==> src/rtl/avr_mul_seq.sv <==
// avr_mul_seq: sequencer for MUL-family instructions.
// It latches the operands and the mode bits, then drives the avr_mul
// pipeline through one CALC cycle. In the WB cycle it forwards the
// product and the C/Z flags to R1:R0 and to SREG.
module avr_mul_seq (
  input  logic        cp2,
  input  logic        ireset,
  input  logic        cp2en,
  input  logic        start,
  input  logic [2:0]  op,
  input  logic [7:0]  rd_data,
  input  logic [7:0]  rr_data,
  input  logic [15:0] mr_in,
  input  logic        mc_in,
  input  logic        mz_in,
  output logic        mul_fmul,
  output logic        mul_muls,
  output logic        mul_mulsu,
  output logic [7:0]  mul_rd,
  output logic [7:0]  mul_rr,
  output logic        mul_en,
  output logic        busy,
  output logic        wb_en,
  output logic [15:0] wb_data,
  output logic        flag_we,
  output logic        sreg_c,
  output logic        sreg_z,
  output logic        illegal_op
);

  typedef enum logic [1:0] {S_IDLE, S_CALC, S_WB} state_t;

  state_t      state_q, state_d;
  logic [7:0]  rd_q, rd_d;
  logic [7:0]  rr_q, rr_d;
  logic        fmul_q, fmul_d;
  logic        muls_q, muls_d;
  logic        mulsu_q, mulsu_d;
  logic        illegal_q, illegal_d;

  logic        can_accept;
  logic        op_legal;
  logic        accept;

  assign can_accept = (state_q == S_IDLE) || (state_q == S_WB);
  assign op_legal   = (op[2:1] != 2'b11);
  assign accept     = start && op_legal && can_accept;

  // Next-state, operand/mode latch and combinational strobes.
  always_comb begin
    state_d   = state_q;
    rd_d      = rd_q;
    rr_d      = rr_q;
    fmul_d    = fmul_q;
    muls_d    = muls_q;
    mulsu_d   = mulsu_q;
    illegal_d = start && !op_legal && can_accept;
    busy      = 1'b0;
    mul_en    = 1'b0;
    wb_en     = 1'b0;
    flag_we   = 1'b0;
    wb_data   = '0;
    sreg_c    = 1'b0;
    sreg_z    = 1'b0;

    unique case (state_q)
      S_IDLE: if (accept) state_d = S_CALC;
      S_CALC: begin
        busy    = 1'b1;
        mul_en  = cp2en;
        state_d = S_WB;
      end
      S_WB: begin
        wb_en   = 1'b1;
        flag_we = 1'b1;
        wb_data = mr_in;
        sreg_c  = mc_in;
        sreg_z  = mz_in;
        state_d = accept ? S_CALC : S_IDLE;
      end
      default: state_d = S_IDLE;
    endcase

    if (accept) begin
      rd_d    = rd_data;
      rr_d    = rr_data;
      fmul_d  = (op == 3'b011) || (op == 3'b100) || (op == 3'b101);
      muls_d  = (op == 3'b001) || (op == 3'b100);
      mulsu_d = (op == 3'b010) || (op == 3'b101);
    end
  end

  // State and latched registers; cp2en low freezes everything.
  always_ff @(posedge cp2 or negedge ireset) begin
    if (!ireset) begin
      state_q   <= S_IDLE;
      rd_q      <= '0;
      rr_q      <= '0;
      fmul_q    <= 1'b0;
      muls_q    <= 1'b0;
      mulsu_q   <= 1'b0;
      illegal_q <= 1'b0;
    end else if (cp2en) begin
      state_q   <= state_d;
      rd_q      <= rd_d;
      rr_q      <= rr_d;
      fmul_q    <= fmul_d;
      muls_q    <= muls_d;
      mulsu_q   <= mulsu_d;
      illegal_q <= illegal_d;
    end
  end

  assign mul_rd     = rd_q;
  assign mul_rr     = rr_q;
  assign mul_fmul   = fmul_q;
  assign mul_muls   = muls_q;
  assign mul_mulsu  = mulsu_q;
  assign illegal_op = illegal_q;

endmodule

==> config.mk <==
export PLATFORM = sky130hd
export DESIGN_NAME = avr_mul_seq
export DESIGN_NICKNAME = d
export VERILOG_FILES = /design/src/rtl/avr_mul_seq.sv
export SDC_FILE = /design/constraint.sdc
export NUM_CORES = 1
export LEC_CHECK = 0
export BUFFER_PORTS_ARGS = -buffer_cell sky130_fd_sc_hd__buf_2
export CORE_MARGIN = 2
export CORE_UTILIZATION = 39
export CTS_CLUSTER_SIZE = 14
export DETAILED_ROUTE_END_ITERATION = 6
export PLACE_DENSITY = 0.89
export RECOVER_POWER = 100
export SYNTH_ARGS = -nofsm -noshare
export SYNTH_HDL_FRONTEND = slang
export SYNTH_SLANG_ARGS = --single-unit
==> constraint.sdc <==
create_clock -name cp2 -period 1.78 [get_ports cp2]
set_clock_uncertainty 0.1 [all_clocks]
set_input_delay 0.356 -clock cp2 [delete_from_list [all_inputs] [get_ports cp2]]
set_output_delay 0.356 -clock cp2 [all_outputs]
set_load 0.02 [all_outputs]
# [Word-level counts from Yosys, hierarchy flattened]
# Index checks and enable logic that the tools add are counted.
[classes] n_reduce_logical=13 mux=9 n_eq_ne=9
[op_table] operator="16-bit 2-to-1 mux" n=1
[op_table] operator="3-bit by 2-bit == test with 1-bit output (second input constant)" n=2
[op_table] operator="3-bit == test (second input constant)" n=2
[op_table] operator="1-bit 2-to-1 mux" n=6
[op_table] operator="2-bit case mux with 3 select lines" n=1
[op_table] operator="1-bit logical OR" n=5
[op_table] operator="1-bit logical AND" n=4
[op_table] operator="2-bit inequality test (second input constant)" n=2
[op_table] operator="2-bit AND reduction" n=2
[op_table] operator="3-bit by 1-bit == test with 1-bit output (second input constant)" n=1
[op_table] operator="2-bit by 1-bit == test with 1-bit output (second input constant)" n=1
[op_table] operator="2-bit == test (second input constant)" n=1
[op_table] operator="2-bit zero test" n=1
[op_table] operator="2-bit 2-to-1 mux" n=1
[op_table] operator="1-bit zero test" n=1
[totals] wordCells=38 reg_bits=22 output_inout_bits=42

# [Longest topological paths before layout]
# Gate-level depths: netlist of run 1.
[depth] ltp_word=5 mapped_depth=5 ltp_nobuf=3

# [Least setup slack after synthesis of run 1]
# OpenSTA, ideal clock, no wires.
[synth_path] kind="register -> output" startpoint="register state_q[1]" endpoint="output port wb_data[11]" n_path_buf=1 path_stages_with_launch=4 t_arrival_ns=1.372 slack_ns=-0.048 path_cell_list="dfrtp_1 > nor2b_1 > clkbuf_1 > and2_1"
[synth_between] elab_chain_cells=2
[synth_lines] element="start, declared" line_no="33" rtl="state_t state_q, state_d;"
[synth_lines] element="start signal, assigned" line_no="104" rtl="state_q <= state_d;"
[synth_lines] element="2-bit == test" line_no="66" rtl="unique case (state_q)"
[synth_lines] element="16-bit 2-to-1 mux" line_no="66"
[synth_lines] element="end, declared" line_no="24" rtl="output logic [15:0] wb_data,"
# No other way between the ends.

# [Worst setup path after layout of run 1]
[layout_path] startpoint="register state_q[0]" endpoint="output port wb_data[1]"
# Same word-level chain as after synthesis.

==> flow_summary_export.csv, run 1 <==
group,metric,value,unit
clock_tree,clkTransAtPathRegs,0.11,ns
placement,globalplace.congestion,0.648,
pwr,power_switching,0.539,mW
logic_synthesis,yosys.cell_count.top_type,"sky130_fd_sc_hd__dfrtp_1",
pwr,seq_power_share,42.2,%
global_route,number_of_global_route_vias_before_repair,948,
logic_synthesis,netlist_area,1070,um2
timing,max-slew-margin-rel,65.2,%
logic_synthesis,async_reset_ff_share,100,%
detailed_routing,drcViolationCount,0,
timing,final.setup.worst_slack,-0.0101,ns
worst_setup_path,arrival,1.33,ns
cells_and_area,nNetsFinal,215,
logic_synthesis,synth-edff-count,0,
clock_tree,clockBufferDepth,2,
worst_setup_path,worst-endpoint-required,1.32,ns
logic_synthesis,synth_cell_types,25,
timing,max_freq,559,MHz
timing,period_minus_slack,1.79,ns
die,initial_utilization,42.0,%
global_route,grt_start_max_net_pins,23,
logic_synthesis,synthTopCellsByCount,"sky130_fd_sc_hd__dfrtp_1, sky130_fd_sc_hd__and2_1, sky130_fd_sc_hd__mux2_2, sky130_fd_sc_hd__mux2_4, sky130_fd_sc_hd__inv_1",
die,std_cell_rows,18,
detailed_routing,ant_nets,0,
cells_and_area,drive_above_1_share,67.6,%
clock_tree,worst_skew_pair.late_latency,0.29,ns
timing,grt_setup_unrepaired,"true",
clock_tree,tritoncts.num_buffers,3,
die,dieWidth,56.4,um
timing,post-route-period-util,101,%
pwr,power_leakage,0.929,nW
clock_tree,ctsRootBufferMaster,"sky130_fd_sc_hd__clkbuf_4",
cells_and_area,flow.area_growth_from_synthesis,56.7,%
die,fp.dieArea,3180,um2
timing,setup-tns-final,-0.0263,ns
global_route,grt_pass1_wl,4.04,mm
worst_setup_path,critical_path.startpoint_type,"flop",
pwr,switching_share,34.0,%
placement,dpl.hpwl,1.84,mm
logic_synthesis,yosysTopAreaCell,"sky130_fd_sc_hd__dfrtp_1",
timing,report.final.slew_viol_count,0,
global_route,globalRouteOverflowTotal,0,
die,boundaryPins,83,
logic_synthesis,postSynthCellCount,84,
pwr,power_density,945,nW/um2
min_path,worstHoldPathCells,2,
pwr,power.internal,1.05,mW
cells_and_area,total_inserted_antenna_cells,0,
detailed_routing,wl_met3,296,um
detailed_routing,routedLengthMet1,993,um
logic_synthesis,syn_area_cell,12.7,um2
detailed_routing,length_of_routed_met2_wiring,1.45,mm
worst_setup_path,r2r_cells,5,
detailed_routing,postRouteWirelength,2.74,mm
timing,timing.final.hold_violations,0,
clock_tree,clock_sink_count,22,
timing,worst-slew-pin-transition,0.522,ns
die,coreArea,2540,um2
job,timing.max_cap.violations,0,
pwr,post-layout-total-power,1.58,mW
detailed_routing,first_pass_iters,4,
logic_synthesis,syn_nets,125,
logic_synthesis,ys_top_cells_by_area,"sky130_fd_sc_hd__dfrtp_1, sky130_fd_sc_hd__and2_1, sky130_fd_sc_hd__mux2_4",
logic_synthesis,yosys_warnings,0,
placement,number_of_buffers_inserted_by_port_buffering,82,
run_status,status,"finished, violations left",
cells_and_area,post-route-cell-area,1680,um2
global_route,groute.usage.overall,15.7,%
placement,setup_slack_after_placement,0.233,ns
worst_setup_path,end_kind,"primary output",
detailed_routing,vias,974,
clock_tree,cts-htree-levels,1,
detailed_routing,initialDrtViolationCount,20,
logic_synthesis,sequential_share_of_the_synthesized_area,51.5,%
worst_setup_path,critical_path_peak_fanout,10,
timing,hold_ws,0.183,ns
run_status,violated_checks,"setup timing",
min_path,hp-class,"in2reg",
logic_synthesis,yosys_most_used_dff,"sky130_fd_sc_hd__dfrtp_1",
logic_synthesis,total_of_flip_flops_plus_latches_after_synthesis,22,
detailed_routing,top_layer,"met4",
timing,final-setup-viol-count,3,
pwr,power.ir.vdd_worst,0.000699,V
placement,dpl_cell_area,1480,um2
detailed_routing,viasPerCell,4.80,
die,chipHeight,56.4,um
pwr,combinationalPowerShare,41.3,%
detailed_routing,drt-wirelength-per-cell,13.5,um
logic_synthesis,synth_top_area_share,51.5,%
pwr,clock_power_share,16.5,%
worst_setup_path,worstSetupPathType,"reg2out",
global_route,antenna_found_initial,0,
clock_tree,tritoncts_clock_tree,"built",
[kinds of logic (layout without fill, tap and decap cells)]
| kind of cell | Yosys count | after routing | share of synthesized area (%) |
|---|---|---|---|
| buf+inv | 8 | 97 | 5.38 |
| compound gates | 8 | 8 | 4.80 |
| flops | 22 | 22 | 51.5 |
| simple gates | 29 | 29 | 18.1 |
| mux | 17 | 17 | 20.2 |
[worst max-delay path, stage by stage, from the launching register on]
cell	delay (ns)
sky130_fd_sc_hd__dfrtp_1	0.43
sky130_fd_sc_hd__nor2b_4	0.17
sky130_fd_sc_hd__buf_6	0.14
sky130_fd_sc_hd__and2_1	0.15
sky130_fd_sc_hd__buf_4	0.14
[metrics by stage]
stage          utilization [%]  std cells
6_report                  65.9        203
5_1_grt                   65.9        203
4_1_cts                   61.1        201
3_5_place_dp              58.3        193
3_3_place_gp              58.3        193
2_1_floorplan                -         84
[layout by cell type (no fill, tap or decap), drive strengths merged]
cell	count
nor2	2
nand2	2
or2	1
and2	18
buf	87
mux2	16
nand3	1
o21ai	1
dfrtp	22
clkbuf	5
nor4b	1
mux2i	1
nand2b	2
a211oi	1
o22ai	1
inv	4
nor2b	1
a211o	1
nand3b	1
dlygate4sd3	1
a21oi	3
o31ai	1
[final timing paths]
| kind | startpoint | slack, ns | endpoint |
|---|---|---|---|
| worst min-delay path | rd_data[0] | 0.18 | mul_rd[0] |
| worst max register to register | state_q[0] | 0.05 | mul_rd[6] |
| min in group asynchronous | ireset | 0.45 | mul_rd[4] |
| worst max-delay path | state_q[0] | -0.01 | wb_data[1] |
| max in group asynchronous | ireset | 0.78 | mul_rd[7] |
| worst min register to register | mul_rr[6] | 0.42 | mul_rr[6] |
[power by group through the flow]
stage          Combinational (mW)  Sequential [mW]  Clock, mW
5_1_grt                     0.697            0.685      0.304
3_5_place_dp                0.587            0.678          0
2_1_floorplan               0.239            0.810          0
4_1_cts                     0.607            0.667      0.278
6_report                    0.655            0.668      0.261
3_3_place_gp                0.573            0.674          0
[layer usage]
metal / GRT usage [%] / vias up
li1: - / 459
met1: 15.8 / 453
met2: 30.4 / 60
met3: 5.07 / 2
met4: 4.08 / 0
met5: 0 / -
[registers in the layout, indices dropped and copies added, names as in the netlist]
name / count
illegal_op: 1
mul_fmul: 1
mul_muls: 1
mul_mulsu: 1
mul_rd: 8
mul_rr: 8
state_q: 2
[layout make-up]
class | count | area, um2
Clock buffer | 4 | 36.3
Fill cell | 201 | 868
Tap cell | 30 | 37.5
Inverter | 4 | 15.0
Sequential cell | 22 | 551
Timing Repair Buffer | 89 | 558
Multi-Input combinational cell | 54 | 479
[what timing repair did]
item	4_1_cts	5_1_grt
cloned	1	1
hold buffers	1	0
gates resized for setup	3	37
setup buffers	2	1
setup endpoints to repair	18	18
endpoints found under the hold margin	22	0
(Power assumes the default switching activity.)
==> run 2: changes to the inputs <==
SETUP_SLACK_MARGIN = 0.02   (was unset)
==> flow_summary_export.csv, run 2 (synthesis gave the netlist of run 1 again) <==
group,metric,value,unit
run_status,status,"finished, violations left",
run_status,violated_checks,"setup timing",
die,std_cell_rows,18,
worst_setup_path,worst-endpoint-required,1.32,ns
detailed_routing,initialDrtViolationCount,32,
cells_and_area,regArea,551,um2
cells_and_area,nNetsFinal,216,
global_route,antenna_found_initial,0,
clock_tree,clockBufferDepth,2,
placement,globalplace.congestion,0.648,
die,chipHeight,56.4,um
placement,number_of_buffers_inserted_by_port_buffering,82,
die,boundaryPins,83,
min_path,hp-class,"in2reg",
worst_setup_path,end_kind,"primary output",
detailed_routing,viasPerCell,4.80,
cells_and_area,mostFrequentLayoutCell,"sky130_fd_sc_hd__buf_2",
timing,worst-slew-pin-transition,0.524,ns
timing,max-slew-margin-rel,65.1,%
timing,grt_setup_unrepaired,"true",
cells_and_area,drive_above_1_share,73.6,%
detailed_routing,vias,980,
detailed_routing,first_pass_iters,4,
die,initial_utilization,42.0,%
clock_tree,tritoncts.num_buffers,3,
clock_tree,clock_sink_count,22,
worst_setup_path,r2r_end,"mul_rd[6]",
placement,dpl.hpwl,1.84,mm
placement,setup_slack_after_placement,0.233,ns
worst_setup_path,rr_startpoint,"state_q[0]",
job,timing.max_cap.violations,0,
timing,post-route-period-util,101,%
global_route,grt_start_max_net_pins,23,
worst_setup_path,worstSetupPathType,"reg2out",
die,dieWidth,56.4,um
worst_setup_path,critical_path_peak_fanout,5,
die,fp.dieArea,3180,um2
detailed_routing,drt-wirelength-per-cell,14.2,um
worst_setup_path,critical_path.startpoint_type,"flop",
cells_and_area,flow.area_growth_from_synthesis,62.9,%
pwr,power_density,929,nW/um2
global_route,grt_pass1_wl,4.08,mm
detailed_routing,ant_nets,0,
detailed_routing,drcViolationCount,0,
timing,final.setup.worst_slack,-0.0214,ns
worst_setup_path,rrSetupSlack,0.04,ns
cells_and_area,most-common-layout-cells,"sky130_fd_sc_hd__buf_2, sky130_fd_sc_hd__dfrtp_1, sky130_fd_sc_hd__buf_6",
clock_tree,tritoncts_clock_tree,"built",
cells_and_area,layout.filler_cells,188,
clock_tree,ctsRootBufferMaster,"sky130_fd_sc_hd__clkbuf_4",
timing,timing.final.hold_violations,0,
detailed_routing,postRouteWirelength,2.90,mm
cells_and_area,total_inserted_antenna_cells,0,
global_route,globalRouteOverflowTotal,0,
timing,max_freq,555,MHz
min_path,hold_end,"mul_rd[0]",
cells_and_area,final_core_utilization,68.5,%
clock_tree,clkTransAtPathRegs,0.12,ns
clock_tree,cts-htree-levels,1,
clock_tree,worst_skew_pair.late_latency,0.30,ns
worst_setup_path,arrival,1.35,ns
timing,report.final.slew_viol_count,0,
timing,final-setup-viol-count,13,
min_path,hp-start,"rd_data[0]",
worst_setup_path,r2r_cells,5,
pwr,power_leakage,0.956,nW
cells_and_area,multi_input_comb_area,504,um2
timing,period_minus_slack,1.80,ns
global_route,groute.usage.overall,15.7,%
global_route,number_of_global_route_vias_before_repair,975,
min_path,worstHoldPathCells,2,
die,coreArea,2540,um2
pwr,power.ir.vdd_worst,0.000700,V
run 2: area by class of cell:
cell class                 instances  share of cell area [%]
inverter                           4                   0.861
multi-input combinational         54                    28.9
tap                               30                    2.15
clock buffer                       4                    2.08
sequential                        22                    31.6
timing repair buffer              90                    34.4
run 2: repair_timing:
item	CTS	global route
gates resized for setup	19	40
pin swaps	0	13
hold buffers	1	0
endpoints found under the setup margin	18	18
gates cloned	1	2
hold endpoints to repair	22	0
buffers inserted	2	1
run 2: through the flow:
step	cells	cell area [um2]	setup TNS, ns	total power [mW]	hold slack (ns)
after global placement	193	1480	0	1.25	0.228
after detailed placement	193	1480	0	1.26	0.244
after global routing	204	1740	-1.27	1.72	0.155
after floorplan	84	1070	0	1.05	-0.0396
after CTS	201	1590	-0.00309	1.57	0.168
final	204	1740	-0.117	1.62	0.181
run 2: report_power, final:
part	total, mW	switching [mW]	internal, mW
Combinational	0.688	0.353	0.335
Sequential	0.668	0.0589	0.609
Clock	0.263	0.139	0.125
run 2: worst max-delay path by stage:
| stage | from | endpoint |
|---|---|---|
| after floorplan | state_q[1] | wb_data[11] |
| after global placement | cp2en | mul_rd[3] |
| after detailed placement | cp2en | mul_rd[2] |
| after CTS | state_q[1] | wb_data[7] |
| after global routing | state_q[0] | wb_data[8] |
| final | state_q[0] | wb_data[14] |
run 2: critical path, cell delays in order, from the launching register on:
cell and delay [ns]:
sky130_fd_sc_hd__dfrtp_1 0.43, sky130_fd_sc_hd__nor2b_4 0.21, sky130_fd_sc_hd__buf_6 0.14, sky130_fd_sc_hd__and2_1 0.13
sky130_fd_sc_hd__buf_4 0.13
run 2: routing by layer:
metal / share of wire [%] / track usage [%]
met4: 0.73 / 4.76
met1: 36 / 16.1
met2: 52 / 29.7
met3: 11 / 5.30
met5: 0 / 0
==> run 3: changes to the inputs <==
BUFFER_PORTS_ARGS = unset   (was -buffer_cell sky130_fd_sc_hd__buf_2)
CORE_UTILIZATION = 55   (was 39)
DONT_BUFFER_PORTS = 1   (was unset)
PLACE_DENSITY = 0.8   (was 0.89)
SETUP_SLACK_MARGIN = unset   (was 0.02)
==> flow_summary_export.csv, run 3 (synthesis gave the netlist of run 1 again) <==
group,metric,value,unit
placement,dpl_cell_area,1070,um2
worst_setup_path,worstSetupPathType,"reg2out",
min_path,hp-class,"in2reg",
worst_setup_path,end_kind,"primary output",
placement,dpl.hpwl,1.57,mm
detailed_routing,first_pass_iters,4,
worst_setup_path,crit_start,"state_q[1]",
clock_tree,tritoncts.num_buffers,3,
worst_setup_path,critical_path_peak_fanout,11,
cells_and_area,drive_above_1_share,53.3,%
clock_tree,cts-htree-levels,1,
worst_setup_path,crit_path_top_delay_cell,"sky130_fd_sc_hd__dfrtp_1",
clock_tree,clock_sink_count,22,
die,coreArea,1780,um2
worst_setup_path,arrival,1.28,ns
timing,hold_ws,0.0354,ns
global_route,antenna_found_initial,0,
worst_setup_path,path_cells,"nor2b_4 > buf_6 > and2_2",
detailed_routing,initialDrtViolationCount,1,
timing,report.final.slew_viol_count,0,
cells_and_area,post-route-cell-area,1190,um2
job,timing.max_cap.violations,0,
die,dieWidth,48.1,um
die,fp.dieArea,2310,um2
timing,max_freq,575,MHz
timing,worst-slew-pin-transition,0.961,ns
clock_tree,ctsRootBufferMaster,"sky130_fd_sc_hd__clkbuf_4",
timing,final-setup-viol-count,0,
run_status,status,"completed",
pwr,power.ir.vdd_worst,0.000772,V
detailed_routing,drt-wirelength-per-cell,19.1,um
pwr,seq_power_share,55.3,%
worst_setup_path,worst-endpoint-required,1.32,ns
pwr,clock_power_share,25.2,%
global_route,globalRouteOverflowTotal,0,
pwr,combinationalPowerShare,19.5,%
worst_setup_path,path_delay_family,"flip-flops",
timing,post-route-period-util,97.7,%
cells_and_area,most-common-layout-cells,"sky130_fd_sc_hd__dfrtp_1, sky130_fd_sc_hd__and2_2, sky130_fd_sc_hd__mux2_2",
die,std_cell_rows,15,
clock_tree,clkTransAtPathRegs,0.12,ns
cells_and_area,nNetsFinal,132,
clock_tree,worst_skew_pair.late_latency,0.30,ns
detailed_routing,postRouteWirelength,2.20,mm
worst_setup_path,critical_path.startpoint_type,"flop",
pwr,power.internal,0.994,mW
die,boundaryPins,83,
placement,number_of_buffers_inserted_by_port_buffering,0,
worst_setup_path,worst-path-buf-inv,1,
worst_setup_path,crit_path_max_incr_delay,0.42,ns
pwr,power_leakage,0.574,nW
global_route,number_of_global_route_vias_before_repair,669,
worst_setup_path,rr_startpoint,"state_q[0]",
detailed_routing,vias,674,
pwr,switching_share,33.2,%
cells_and_area,total_inserted_antenna_cells,0,
detailed_routing,ant_nets,0,
global_route,groute.usage.overall,18.0,%
detailed_routing,drcViolationCount,0,
die,chipHeight,48.1,um
timing,timing.final.hold_violations,0,
pwr,power_density,1250,nW/um2
timing,max-slew-margin-rel,35.7,%
timing,period_minus_slack,1.74,ns
pwr,power_switching,0.495,mW
clock_tree,clockBufferDepth,2,
clock_tree,tritoncts_clock_tree,"built",
min_path,hp-start,"cp2en",
global_route,grt_pass1_wl,2.82,mm
die,initial_utilization,60.0,%
cells_and_area,flow.area_growth_from_synthesis,11.5,%
cells_and_area,final_core_utilization,66.9,%
global_route,grt_start_max_net_pins,23,
detailed_routing,viasPerCell,5.86,
placement,globalplace.congestion,0.576,
cells_and_area,mostFrequentLayoutCell,"sky130_fd_sc_hd__dfrtp_1",
-- run 3: cell count changes in the layout (fill, tap and decap cells not counted), sizes merged --
cell / before / now
bufinv: 0 / 1
clkbuf: 5 / 3
buf: 88 / 5
-- run 3: final timing paths --
kind,end,slack (ns),cells past startpoint
worst max-delay path,wb_data[3],0.04,3
worst min-delay path,state_q[0],0.04,1
worst max register to register,mul_rr[6],0.16,4
worst min register to register,state_q[1],0.55,2
max in group asynchronous,mul_rd[4],0.46,1
min in group asynchronous,illegal_op,0.54,1
-- run 3: what timing repair did --
item	in CTS	in global routing
hold buffers	1	0
setup buffers	0	2
hold endpoints to repair	22	0
resized for setup	19	3
gates cloned	0	1
endpoints found under the setup margin	18	19
-- run 3: power by group through the flow --
stage          Clock (mW)  Combinational (mW)  Sequential (mW)
2_1_floorplan           0               0.239            0.810
3_3_place_gp            0               0.247            0.831
3_5_place_dp            0               0.255            0.834
4_1_cts             0.385               0.275            0.826
5_1_grt             0.403               0.315            0.838
6_report            0.375               0.290            0.824
-- run 3: layer usage --
layer / vias up / GRT usage (%) / routed length [um]
met2: 54 / 34.7 / 1180
met5: - / 0 / 0
met1: 324 / 17.0 / 716
li1: 294 / - / -
met3: 2 / 5.93 / 283
met4: 0 / 8.11 / 18
-- run 3: area by class of cell --
| class | instances | area, um2 |
|---|---|---|
| clock buffer | 3 | 22.5 |
| clock inverter | 1 | 30.0 |
| fill | 143 | 591 |
| inverter | 4 | 15.0 |
| multi-input combinational | 54 | 492 |
| sequential | 22 | 551 |
| tap | 25 | 31.3 |
| timing repair buffer | 6 | 51.3 |
-- run 3: per-stage QoR --
| step | cells | setup slack, ns | power, mW | TNS, ns |
|---|---|---|---|---|
| detailed placement | 107 | 0.293 | 1.09 | 0 |
| global placement | 107 | 0.318 | 1.08 | 0 |
| floorplan | 84 | 0.0888 | 1.05 | 0 |
| global route | 115 | -0.00825 | 1.56 | -0.0541 |
| finish | 115 | 0.0414 | 1.49 | 0 |
| CTS | 112 | 0.000278 | 1.49 | 0 |
